**src/rtl/mmc_pkg.sv**
```systemverilog
// Shared types and constants for the MMC/SD host CMD-line response receiver.
// Holds the receiver state encoding, frame lengths, CRC7 polynomial and a CRC coverage helper.
package mmc_pkg;

  typedef enum logic [1:0] {
    IDLE       = 2'd0,
    WAIT_START = 2'd1,
    RECV       = 2'd2,
    DONE       = 2'd3
  } mmc_rx_state_e;

  localparam int           MMC_RESP_SHORT_BITS = 48;
  localparam int           MMC_RESP_LONG_BITS  = 136;
  localparam logic [6:0]   MMC_CRC7_POLY       = 7'h09;

  // R2 protects only the CID/CSD body, so its start, tx and reserved bits are skipped.
  function automatic logic crc_covers(input logic long_frame, input logic [7:0] idx);
    if (long_frame) begin
      return (idx >= 8'd8) && (idx <= 8'(MMC_RESP_LONG_BITS - 2));
    end
    return idx <= 8'(MMC_RESP_SHORT_BITS - 2);
  endfunction

endpackage

```
**src/rtl/mmc_crc7_lfsr.sv**
```systemverilog
// Serial CRC7 (x^7 + x^3 + 1) register, MSB-first, zero initialised.
// Feeding message plus its CRC leaves a zero remainder.
module mmc_crc7_lfsr
  import mmc_pkg::*;
(
  input  logic       clk_i,
  input  logic       rst_i,
  input  logic       clr_i,
  input  logic       en_i,
  input  logic       bit_i,
  output logic [6:0] rem_o
);

  logic [6:0] lfsr_q, lfsr_d;
  logic       fb;

  always_comb begin
    fb     = bit_i ^ lfsr_q[6];
    lfsr_d = lfsr_q;
    if (clr_i) begin
      lfsr_d = 7'h00;
    end else if (en_i) begin
      lfsr_d = {lfsr_q[5:0], 1'b0} ^ (fb ? MMC_CRC7_POLY : 7'h00);
    end
  end

  always_ff @(posedge clk_i or negedge rst_i) begin
    if (!rst_i) begin
      lfsr_q <= 7'h00;
    end else begin
      lfsr_q <= lfsr_d;
    end
  end

  assign rem_o = lfsr_q;

endmodule

```
**src/rtl/mmc_cmd_rx.sv**
```systemverilog
// Host CMD-line response receiver: waits for the start bit, deserialises a 48/136-bit
// response, checks CRC7 and end bit, and flags NCR timeout.
//
//   state      | meaning
//   IDLE       | not armed; waits for start_i
//   WAIT_START | armed; counts bit strobes down towards NCR timeout
//   RECV       | shifting frame bits in, CRC running
//   DONE       | one-cycle done_o pulse, then IDLE
module mmc_cmd_rx
  import mmc_pkg::*;
#(
  parameter int TIMEOUT_BITS = 64
) (
  input  logic         clk_i,
  input  logic         rst_i,
  input  logic         bit_en_i,
  input  logic         cmd_i,
  input  logic         start_i,
  input  logic         long_i,
  input  logic         crc_check_i,
  input  logic         abort_i,
  output logic         busy_o,
  output logic         done_o,
  output logic         timeout_o,
  output logic         crc_err_o,
  output logic         end_err_o,
  output logic [5:0]   index_o,
  output logic [135:0] resp_o
);

  localparam logic [7:0] TO_LOAD    = 8'(TIMEOUT_BITS);
  localparam logic [7:0] LAST_SHORT = 8'(MMC_RESP_SHORT_BITS - 1);
  localparam logic [7:0] LAST_LONG  = 8'(MMC_RESP_LONG_BITS - 1);

  mmc_rx_state_e state_q, state_d;
  logic [7:0]    bit_cnt_q, bit_cnt_d;
  logic [7:0]    to_cnt_q, to_cnt_d;
  logic [135:0]  resp_q, resp_d;
  logic          long_q, long_d;
  logic          chk_q, chk_d;
  logic          timeout_q, timeout_d;
  logic          crc_err_q, crc_err_d;
  logic          end_err_q, end_err_d;
  logic          crc_clr, crc_en;
  logic [6:0]    crc_rem;
  logic [7:0]    frame_last;

  assign frame_last = long_q ? LAST_LONG : LAST_SHORT;

  always_comb begin
    state_d   = state_q;
    bit_cnt_d = bit_cnt_q;
    to_cnt_d  = to_cnt_q;
    resp_d    = resp_q;
    long_d    = long_q;
    chk_d     = chk_q;
    timeout_d = timeout_q;
    crc_err_d = crc_err_q;
    end_err_d = end_err_q;
    crc_clr   = 1'b0;
    crc_en    = 1'b0;

    if (abort_i) begin
      state_d = IDLE;
    end else begin
      unique case (state_q)
        IDLE: begin
          if (start_i) begin
            state_d   = WAIT_START;
            bit_cnt_d = 8'd0;
            to_cnt_d  = TO_LOAD;
            resp_d    = '0;
            long_d    = long_i;
            chk_d     = crc_check_i;
            timeout_d = 1'b0;
            crc_err_d = 1'b0;
            end_err_d = 1'b0;
            crc_clr   = 1'b1;
          end
        end
        WAIT_START: begin
          if (bit_en_i) begin
            if (!cmd_i) begin
              state_d   = RECV;
              resp_d    = {resp_q[134:0], cmd_i};
              bit_cnt_d = 8'd1;
              crc_en    = crc_covers(long_q, 8'd0);
            end else if (to_cnt_q == 8'd1) begin
              state_d   = DONE;
              timeout_d = 1'b1;
            end else begin
              to_cnt_d = to_cnt_q - 8'd1;
            end
          end
        end
        RECV: begin
          if (bit_en_i) begin
            resp_d = {resp_q[134:0], cmd_i};
            crc_en = crc_covers(long_q, bit_cnt_q);
            if (bit_cnt_q == frame_last) begin
              // End bit: the CRC field has already been fed, so the remainder is final.
              state_d   = DONE;
              end_err_d = ~cmd_i;
              crc_err_d = chk_q & (crc_rem != 7'h00);
            end else begin
              bit_cnt_d = bit_cnt_q + 8'd1;
            end
          end
        end
        DONE:    state_d = IDLE;
        default: state_d = IDLE;
      endcase
    end
  end

  always_ff @(posedge clk_i or negedge rst_i) begin
    if (!rst_i) begin
      state_q   <= IDLE;
      bit_cnt_q <= 8'd0;
      to_cnt_q  <= 8'd0;
      resp_q    <= '0;
      long_q    <= 1'b0;
      chk_q     <= 1'b0;
      timeout_q <= 1'b0;
      crc_err_q <= 1'b0;
      end_err_q <= 1'b0;
    end else begin
      state_q   <= state_d;
      bit_cnt_q <= bit_cnt_d;
      to_cnt_q  <= to_cnt_d;
      resp_q    <= resp_d;
      long_q    <= long_d;
      chk_q     <= chk_d;
      timeout_q <= timeout_d;
      crc_err_q <= crc_err_d;
      end_err_q <= end_err_d;
    end
  end

  mmc_crc7_lfsr u_crc7 (
    .clk_i (clk_i),
    .rst_i (rst_i),
    .clr_i (crc_clr),
    .en_i  (crc_en),
    .bit_i (cmd_i),
    .rem_o (crc_rem)
  );

  assign busy_o    = (state_q == WAIT_START) || (state_q == RECV);
  assign done_o    = (state_q == DONE);
  assign timeout_o = timeout_q;
  assign crc_err_o = crc_err_q;
  assign end_err_o = end_err_q;
  assign index_o   = resp_q[45:40];
  assign resp_o    = resp_q;

endmodule

```
**config.mk**
```make
export PLATFORM = sky130hd
export DESIGN_NAME = mmc_cmd_rx
export DESIGN_NICKNAME = d
export VERILOG_FILES = /design/src/rtl/mmc_pkg.sv /design/src/rtl/mmc_crc7_lfsr.sv /design/src/rtl/mmc_cmd_rx.sv
export SDC_FILE = /design/constraint.sdc
export NUM_CORES = 1
export LEC_CHECK = 0
export ABC_AREA = 1
export BUFFER_PORTS_ARGS = -buffer_cell sky130_fd_sc_hd__clkbuf_2
export CAP_MARGIN = 25
export CELL_PAD_IN_SITES_DETAIL_PLACEMENT = 1
export CELL_PAD_IN_SITES_GLOBAL_PLACEMENT = 2
export CORE_ASPECT_RATIO = 2
export CORE_UTILIZATION = 34
export CTS_BUF_LIST = sky130_fd_sc_hd__clkbuf_16
export DETAILED_ROUTE_END_ITERATION = 8
export PLACE_DENSITY_LB_ADDON = 0.1
export SETUP_SLACK_MARGIN = 0.02
export SLEW_MARGIN = 20
export SYNTH_ARGS = -nofsm -noshare
export SYNTH_HDL_FRONTEND = slang
export SYNTH_SLANG_ARGS = --single-unit
```
**constraint.sdc**
```tcl
create_clock -name clk_i -period 2.6 [get_ports clk_i]
set_clock_uncertainty 0.2 [all_clocks]
set_input_delay 0.78 -clock clk_i [delete_from_list [all_inputs] [get_ports clk_i]]
set_output_delay 0.78 -clock clk_i [all_outputs]
set_load 0.03 [all_outputs]
```
==> reports/results.txt <==
Status -> finished clean
# diodes -> 0
Slowest cell on crit path -> dfrtp_2
Crit share post-route -> 95.6%
Remaining Overflow, GRT -> 0
Peak Freq -> 402 MHz
Sw Share -> 40.1%
Kind of cell adding the most delay to the critical path -> flip-flops
Via count -> 6,207
Die footprint -> 0.0233 mm2
Area after DPL -> 0.00875 mm2
Clock transition at the registers of the reported paths -> 0.06 ns
Max IR drop VDD -> 592 uV
Net Switching -> 0.00323 W
Nets -> 966
1st-iter DRT viols -> 194
Post-synth EDFFs -> 0
Worst setup SP type -> register
Share of the synthesized area in the top cell type -> 53.9%
Reported max-cap violation count -> 0
Final setup fails -> 0
Residual DRC -> 0
Die H -> 215 um
Req. time, crit path -> 1.62 ns
Post-DP HPWL -> 16.1 mm
Total GRT Usage -> 20.8%
Clock Sinks -> 166
Setup tns final -> 0 ns
Vias in the first global route -> 6,856
Unrepaired setup endpoints after global routing -> no
Port Buffers -> 154
Mapped Nets -> 823
H-tree depth -> 4
Slew HR -> 67.6%
CP peak stage delay -> 0.41 ns
Async SR Flop Fraction -> 100%
CTS Buffer Depth -> 2
Post-synthesis sequential area ratio -> 53.9%
Core Footprint -> 0.0222 mm2
Antenna viol nets, final -> 0
HP Class -> in2async
Final hold vios -> 0
Die width -> 108 um
Syn Inst Count -> 806
Synth-to-Final Area Change -> 20.9%
Crit path DAT -> 1.50 ns
Syn Std Cell Area -> 0.00771 mm2
Netlist cell types -> 34
Largest net degree at the start of global routing -> 55
Power share of the combinational group -> 34.3%
Finished Cell Area -> 0.00932 mm2
Int Pwr -> 0.00481 W
Prevailing post-synth register cell -> dfrtp_1
Layout cells sized above 1 -> 28.5%
Seq pwr share -> 35.5%
LEAKAGE -> 4.49 nW
Slew Limit Fails -> 0
Row cnt -> 77
Syn avg cell area -> 9.56 um2
CTS Hold Bufs -> 0
IO Pins -> 155
Top post-synthesis cells by area -> dfrtp_1 (54%), o31ai_2 (8.1%), nand2_1 (7.4%), nand3_1 (5.9%), inv_1 (4.7%)
Actual slew at the worst max-slew pin -> 0.486 ns
CP Max Fanout -> 5
Clock share of power -> 30.2%
CP Cell Sequence -> inv_1, ha_4, clkbuf_4
Worst path bufs/invs -> 2
Avg Vias per Cell -> 5.02
Overall power -> 0.00804 W
Area leader, netlist -> dfrtp_1
Setup CP Type -> reg2out
Clk_lat worst skew -> 0.44 ns
Fin crit period -> 2.48 ns
Final WL -> 22.4 mm
Root Buffer -> clkbuf_16
Initial antenna violation count -> 0
CTS tree -> built
Final RePlAce weighted congestion -> 0.808
Power per Cell Area -> 863 mW/mm2
Num CTS Buffers -> 17
Synth top cells by count -> dfrtp_1 (166), nand2_1 (151), inv_1 (96), nand3_1 (91), o21ai_0 (62)
Wire per inst -> 18.1 um
Yosys reg bits -> 166
First-pass GRT wire length -> 36.9 mm
Ys Warns -> 0
CP endpoint kind -> primary output
Starting density of the core -> 34.8%
Pre-antenna DRT Iters -> 4
Count leader, synth -> dfrtp_1
-- kinds of logic after synthesis --
family | after synthesis | share of synthesized area, %
buf+inv | 155 | 9.89
fa+ha+maj | 9 | 1.46
flops | 166 | 53.9
simple gates | 304 | 17.6
compound gates | 165 | 16.3
xor+xnor | 7 | 0.796
-- routing by layer --
metal	wire length [um]	global-route usage [%]	share of wire [%]	vias to the layer above
met2	12500	38.1	56	124
met5	0	0	0	-
li1	-	-	-	2935
met3	735	3.67	3.3	37
met1	8490	22.1	38	3111
met4	687	10.2	3.1	0
-- layout by cell type (no fill, tap or decap), types with 3 or more instances in the layout --
master,count
dfrtp_1,165
clkbuf_2,152
nand2_1,151
inv_1,96
nand3_1,91
o21ai_0,62
o31ai_2,50
nor2_1,38
o21ai_1,23
o31ai_1,18
clkbuf_16,17
buf_4,12
buf_12,10
a21oi_1,8
ha_1,8
xor2_1,6
nand4_1,6
inv_2,6
clkinv_1,5
clkinv_2,5
nor3_1,4
nor2_4,3
-- worst paths after layout --
kind                       slack (ns)     endpoint       start  cells past startpoint
min in group clk_i               0.29        chk_q       chk_q                      2
setup reg to reg                 0.26  resp_o[127]  state_q[1]                     10
setup / recovery                 0.12       busy_o  state_q[1]                      3
hold / removal                   0.07   resp_o[60]       rst_i                      1
hold reg to reg                  0.29        chk_q       chk_q                      2
max in group asynchronous        1.48   state_q[1]       rst_i                      2
-- power groups by stage --
stage | logic, W | registers, W | clock network (W)
2_1_floorplan | 0.00200 | 0.00291 | 0
3_3_place_gp | 0.00273 | 0.00289 | 0
3_5_place_dp | 0.00278 | 0.00290 | 0
4_1_cts | 0.00283 | 0.00285 | 0.00252
5_1_grt | 0.00307 | 0.00288 | 0.00259
6_report | 0.00276 | 0.00285 | 0.00243
-- sequential cells by signal (all words and copies together) (netlist names) --
signal,flops
timeout_o,1
bit_cnt_q,8
state_q,2
to_cnt_q,8
u_crc7.rem_o,7
chk_q,1
end_err_o,1
crc_err_o,1
long_q,1
resp_o,136
-- per-stage QoR --
step	util (%)	setup WS, ns	hold slack, ns	cells
finish	42.0	0.115	0.0712	1237
global route	42.0	0.0556	0.0916	1237
CTS	42.0	0.0241	0.0669	1237
detailed placement	39.5	0.144	0.275	1206
global placement	39.5	0.198	0.266	1206
floorplan	-	0.446	0.242	806
-- cell type report --
type / instances / area (um2)
inverter: 103 / 389
multi-input combinational: 485 / 2810
fill: 2575 / 12800
clock buffer: 17 / 425
tap: 276 / 345
sequential: 166 / 4160
timing repair buffer: 176 / 1070
clock inverter: 14 / 119
-- repair_timing --
item                                    4_1_cts  5_1_grt
resized for setup                             3        2
pin swaps                                     0        1
setup buffers                                 0        0
endpoints found under the setup margin        1        8
-- worst register-to-register path: stages (launching register included) --
cell and delay (ns):
dfrtp_2 0.41, inv_1 0.11, ha_1 0.31, nand2_2 0.15, inv_2 0.06, nor3_4 0.26, nand2_8 0.17, inv_4 0.14
buf_12 0.23, nand3_1 0.12, o21ai_1 0.10
Power figures use the tool's default switching activity.
